### src/rtl/psum_fifo.sv
// psum_fifo: first-word-fall-through FIFO carrying partial sums between
// vertically adjacent PEs. The head word is presented combinationally on
// dout, so the consumer samples it in the same cycle it raises pop.
// A word pushed into an empty FIFO becomes visible on the following cycle;
// there is no same-cycle bypass from din to dout.
//
// Optional feature macro: PSUM_FIFO_HIGH_WATER_EN
//   defined     - high_water tracks peak occupancy since reset / clear_err
//   not defined - high_water is tied to zero and no register is built
module psum_fifo #(
  parameter int DATA_WIDTH   = 16,
  parameter int DEPTH        = 16,
  parameter int AFULL_THRESH = 12,
  localparam int CNT_WIDTH   = $clog2(DEPTH + 1)
) (
  input  logic                  clk,
  input  logic                  reset,
  input  logic [DATA_WIDTH-1:0] din,
  input  logic                  push,
  output logic                  full,
  output logic                  almost_full,
  output logic [DATA_WIDTH-1:0] dout,
  input  logic                  pop,
  output logic                  empty,
  output logic [CNT_WIDTH-1:0]  count,
  output logic                  overflow,
  output logic                  underflow,
  input  logic                  clear_err,
  output logic [CNT_WIDTH-1:0]  high_water
);

  // Pointer width covers indices 0..DEPTH-1; DEPTH need not be a power of two.
  localparam int PTR_WIDTH = (DEPTH > 1) ? $clog2(DEPTH) : 1;
  localparam logic [PTR_WIDTH-1:0] LAST_IDX = PTR_WIDTH'(DEPTH - 1);
  localparam logic [CNT_WIDTH-1:0] DEPTH_CNT = CNT_WIDTH'(DEPTH);

  logic [DATA_WIDTH-1:0] mem [0:DEPTH-1];

  logic [PTR_WIDTH-1:0] rd_ptr_reg, rd_ptr_next;
  logic [PTR_WIDTH-1:0] wr_ptr_reg, wr_ptr_next;
  logic [CNT_WIDTH-1:0] count_reg, count_next;
  logic                 overflow_reg, overflow_next;
  logic                 underflow_reg, underflow_next;

  logic push_ok;
  logic pop_ok;
  logic overflow_evt;
  logic underflow_evt;

  // Status flags come from registered occupancy only, never from push/pop.
  assign empty       = (count_reg == '0);
  assign full        = (count_reg == DEPTH_CNT);
  assign almost_full = (int'(count_reg) >= AFULL_THRESH);
  assign count       = count_reg;
  assign overflow    = overflow_reg;
  assign underflow   = underflow_reg;

  // Head word falls through; forced to zero while nothing is stored.
  assign dout = empty ? '0 : mem[rd_ptr_reg];

  // A pop is honoured whenever data exists. A push is honoured when there is
  // room, or when the FIFO is full but a pop frees a slot on the same edge.
  assign pop_ok        = pop && !empty;
  assign push_ok       = push && (!full || pop_ok);
  assign overflow_evt  = push && !push_ok;
  assign underflow_evt = pop && empty;

  // Next-state for pointers, occupancy and sticky error flags.
  always_comb begin
    rd_ptr_next    = rd_ptr_reg;
    wr_ptr_next    = wr_ptr_reg;
    count_next     = count_reg;
    overflow_next  = overflow_reg;
    underflow_next = underflow_reg;

    if (push_ok) begin
      wr_ptr_next = (wr_ptr_reg == LAST_IDX) ? '0 : wr_ptr_reg + PTR_WIDTH'(1);
    end
    if (pop_ok) begin
      rd_ptr_next = (rd_ptr_reg == LAST_IDX) ? '0 : rd_ptr_reg + PTR_WIDTH'(1);
    end

    case ({push_ok, pop_ok})
      2'b10:   count_next = count_reg + CNT_WIDTH'(1);
      2'b01:   count_next = count_reg - CNT_WIDTH'(1);
      default: count_next = count_reg;
    endcase

    // A fresh error on the same cycle as clear_err keeps the flag set.
    if (overflow_evt) begin
      overflow_next = 1'b1;
    end else if (clear_err) begin
      overflow_next = 1'b0;
    end
    if (underflow_evt) begin
      underflow_next = 1'b1;
    end else if (clear_err) begin
      underflow_next = 1'b0;
    end
  end

  // Control state register with synchronous reset.
  always_ff @(posedge clk) begin
    if (reset) begin
      rd_ptr_reg    <= '0;
      wr_ptr_reg    <= '0;
      count_reg     <= '0;
      overflow_reg  <= 1'b0;
      underflow_reg <= 1'b0;
    end else begin
      rd_ptr_reg    <= rd_ptr_next;
      wr_ptr_reg    <= wr_ptr_next;
      count_reg     <= count_next;
      overflow_reg  <= overflow_next;
      underflow_reg <= underflow_next;
    end
  end

  // Storage write; contents are intentionally left unreset. A push landing
  // in the same cycle as reset is harmless because the pointers clear.
  always_ff @(posedge clk) begin
    if (push_ok) begin
      mem[wr_ptr_reg] <= din;
    end
  end

`ifdef PSUM_FIFO_HIGH_WATER_EN
  logic [CNT_WIDTH-1:0] high_water_reg;

  // Peak occupancy tracker; clear_err restarts it from the upcoming count.
  always_ff @(posedge clk) begin
    if (reset) begin
      high_water_reg <= '0;
    end else if (clear_err) begin
      high_water_reg <= count_next;
    end else if (count_next > high_water_reg) begin
      high_water_reg <= count_next;
    end
  end

  assign high_water = high_water_reg;
`else
  assign high_water = '0;
`endif

endmodule

### config.mk
export PLATFORM = sky130hd
export DESIGN_NAME = psum_fifo
export DESIGN_NICKNAME = d
export VERILOG_FILES = /design/src/rtl/psum_fifo.sv
export SDC_FILE = /design/constraint.sdc
export NUM_CORES = 1
export LEC_CHECK = 0
export BUFFER_PORTS_ARGS = -buffer_cell sky130_fd_sc_hd__buf_2
export CORE_MARGIN = 5
export CORE_UTILIZATION = 61
export DETAILED_ROUTE_END_ITERATION = 16
export PLACE_DENSITY = 0.79
export SLEW_MARGIN = 20
export SYNTH_ARGS = -nofsm -noshare
export SYNTH_HDL_FRONTEND = slang
export SYNTH_SLANG_ARGS = --single-unit
### constraint.sdc
create_clock -name clk -period 3.41 [get_ports clk]
set_clock_uncertainty 0.15 [all_clocks]
set_input_delay 0.682 -clock clk [delete_from_list [all_inputs] [get_ports clk]]
set_output_delay 0.682 -clock clk [all_outputs]
set_load 0.01 [all_outputs]
==> flow_metrics.env <==
export IMPL_status="finished, final reports clean"
export IMPL_port_buffers=46
export IMPL_die_height_um=144
export IMPL_syn_area_per_cell_um2=20.0
export IMPL_grtUsageTotal_pct=22.6
export IMPL_start_kind="register"
export IMPL_syn_to_final_growth_pct=14.0
export IMPL_path_clk_slew_ns=0.06
export IMPL_critPathArrivalTime_ns=2.44
export IMPL_setup_ws_ns=0.133
export IMPL_utilization_pct=70.0
export IMPL_reg2reg_slack_ns=0.39
export IMPL_worst_slew_pin_slew_ns=0.784
export IMPL_htreeDepth=1
export IMPL_rsz0062_at_grt="false"
export IMPL_wl_mm=23.3
export IMPL_cts_root_buf="clkbuf_16"
export IMPL_cts_sinks=275
export IMPL_yosysWarnings=0
export IMPL_die_area_mm2=0.0207
export IMPL_p_leak_nw=4.05
export IMPL_synth_edff_count=256
export IMPL_seq_area_mm2=0.00808
export IMPL_r2r_start="count[0]$_SDFFE_PP0P_"
export IMPL_antenna_cells=0
export IMPL_end_kind="primary output"
export IMPL_dominantRegCellSynth="edfxtp_1"
export IMPL_start_util_pct=61.4
export IMPL_rr_endpoint="count[4]$_SDFFE_PP0P_"
export IMPL_dieWidth_um=144
export IMPL_cts_tree="yes"
export IMPL_relSlewSlack_pct=47.4
export IMPL_clk_latency_ns=0.53
export IMPL_grt_start_max_net_pins=49
export IMPL_yosysUniqueCellTypes=46
export IMPL_setup_tns_ns=0
export IMPL_worstHoldPathCells=2
export IMPL_fmax_mhz=305
export IMPL_drt_iter0_drc=519
export IMPL_grt_pass1_vias=5752
export IMPL_grt_first_pass_wirelength_mm=34.4
export IMPL_drv_cap=0
export IMPL_fin_crit_ns=3.28
export IMPL_drive_gt1_share_pct=30.4
export IMPL_worstHoldStart="rd_ptr_reg[0]$_SDFFE_PP0N_"
export IMPL_wire_per_inst_um=26.8
export IMPL_async_flop_share_pct=0
export IMPL_cts_inserted_buffers=27
export IMPL_place_ws_ns=0.484
export IMPL_cts_buffer_depth=3
export IMPL_drc_errors=0
export IMPL_fin_total_pwr_mw=8.67
export IMPL_path_max_fanout=24
export IMPL_grt_remaining_overflow=0
export IMPL_fillers=1099
export IMPL_finalCritPeriodShare_pct=96.1
export IMPL_ant_nets=0
export IMPL_dp_hpwl_mm=13.0
export IMPL_required_ns=2.58
export IMPL_post_place_cells=817
export IMPL_timing_worst_setup_path_type="reg2out"
export IMPL_synthesis_area_mm2=0.0110
export IMPL_final_nets=650
export IMPL_vias=5642
export IMPL_setup_violations_final=0
export IMPL_finalHoldViolations=0
export IMPL_fp_coreArea_mm2=0.0178
export IMPL_fp_row_count=49
export IMPL_syn_inst=549
export IMPL_ir_worst_vdd_mv=0.745
export IMPL_ys_seq_area_share_pct=73.7
export IMPL_power_density_mw_per_mm2=694
export IMPL_antenna_found_initial=1
export IMPL_place_gp_congestion=0.905
export IMPL_pin_count=52
export IMPL_layoutNonFillerInstCount=867
export IMPL_largest_reg_flops=256
export IMPL_hold_path_class="reg2reg"
export IMPL_drv_slew=0
export IMPL_r2r_cells=8
export IMPL_dr_pass1_iters=4
export IMPL_routed_via_density=6.51
export IMPL_synth_seq_cells=275
export IMPL_multi_input_area_mm2=0.00273
[cells in the mapped netlist (all sizes together) (3+ instances only)]
| cell type | n | area share, % |
|---|---|---|
| nand2 | 7 | 0.24 |
| mux2i | 18 | 1.6 |
| mux4 | 64 | 13 |
| dfxtp | 19 | 3.5 |
| edfxtp | 256 | 70 |
| nor3b | 4 | 0.27 |
| o211ai | 3 | 0.25 |
| inv | 7 | 0.24 |
| clkbuf | 13 | 0.45 |
| o21ai | 7 | 0.42 |
| nand3 | 4 | 0.18 |
| buf | 22 | 1.3 |
| and3 | 5 | 0.29 |
| and3b | 4 | 0.32 |
| ha | 8 | 0.91 |
| nor2 | 14 | 0.50 |
| a21oi | 11 | 0.50 |
| nor2b | 21 | 1.2 |
| a211oi | 35 | 2.4 |
[layout by cell type, fill, tap and decap left out, drive strengths merged, types with 8 or more instances in the layout]
master,count
a211oi,35
nor2,14
edfxtp,256
ha,8
clkbuf,34
dfxtp,19
mux4,64
mux2i,18
a21oi,11
nor2b,21
buf,71
clkinv,12
[metal layers]
| metal | routed length [µm] | global-route usage (%) | part of all wire, % |
|---|---|---|---|
| met1 | 9180 | 33.0 | 39 |
| met2 | 11700 | 37.2 | 50 |
| met3 | 1970 | 3.27 | 8.5 |
| met4 | 350 | 4.91 | 1.5 |
| met5 | 13 | 0 | 0.056 |
[logic make-up (layout without fill, tap and decap cells)]
family                   count (synthesis)  count (layout)  share of synthesized area [%]
other                                    1               5                         0.0342
multiplexers                            83              83                           14.9
adder cells (fa/ha/maj)                  9               9                           1.10
AND/OR/NAND/NOR                         69              69                           3.70
AO/OA/AOI/OAI                           67              67                           4.41
XOR/XNOR                                 3               3                          0.240
flip-flops                             275             275                           73.7
buffers and inverters                   42             127                           1.95
[power breakdown]
part	internal [mW]	switching, mW
Sequential	3.79	0.103
Combinational	0.928	1.08
Clock	1.59	1.17
Total	6.31	2.35
[worst max-delay path: stages (launching register included)]
cell and delay, ns:
dfxtp_2 0.79, buf_4 0.28, mux4_2 0.20, mux2i_1 0.08, a211oi_1 0.34, buf_2 0.21
[cell type report]
class / count / share of cell area, %
clock buffers: 32 / 5.56
clock inverters: 15 / 0.972
inverters: 7 / 0.211
multi-input cells: 236 / 21.8
flip-flops and latches: 275 / 64.7
well taps: 229 / 2.30
repair buffers: 73 / 4.41
[metrics by stage]
step | cell area [µm²] | hold slack, ns
floorplan | 11000 | 0.322
global placement | 11600 | 0.335
detailed placement | 11600 | 0.354
CTS | 12400 | 0.364
global route | 12500 | 0.371
finish | 12500 | 0.369
[how the worst max path moves through the flow]
stage                                startpoint                     to  slack (ns)  cells after the start
after floorplan                             pop   mem[11][0]$_DFFE_PP_        0.30                      4
after global placement    count[0]$_SDFFE_PP0P_  count[4]$_SDFFE_PP0P_        0.55                      8
after detailed placement  count[0]$_SDFFE_PP0P_  count[4]$_SDFFE_PP0P_        0.48                      8
after CTS                              register                dout[2]       0.002                      6
after global routing                   register                dout[3]        0.01                      4
final                                  register                dout[7]        0.13                      5
[timing repair]
item,CTS,global route
hold buffers,0,0
gates cloned,0,2
buffers inserted,0,1
gates resized for setup,1,1
endpoints found under the setup margin,1,6
Power figures use the tool's default switching activity.
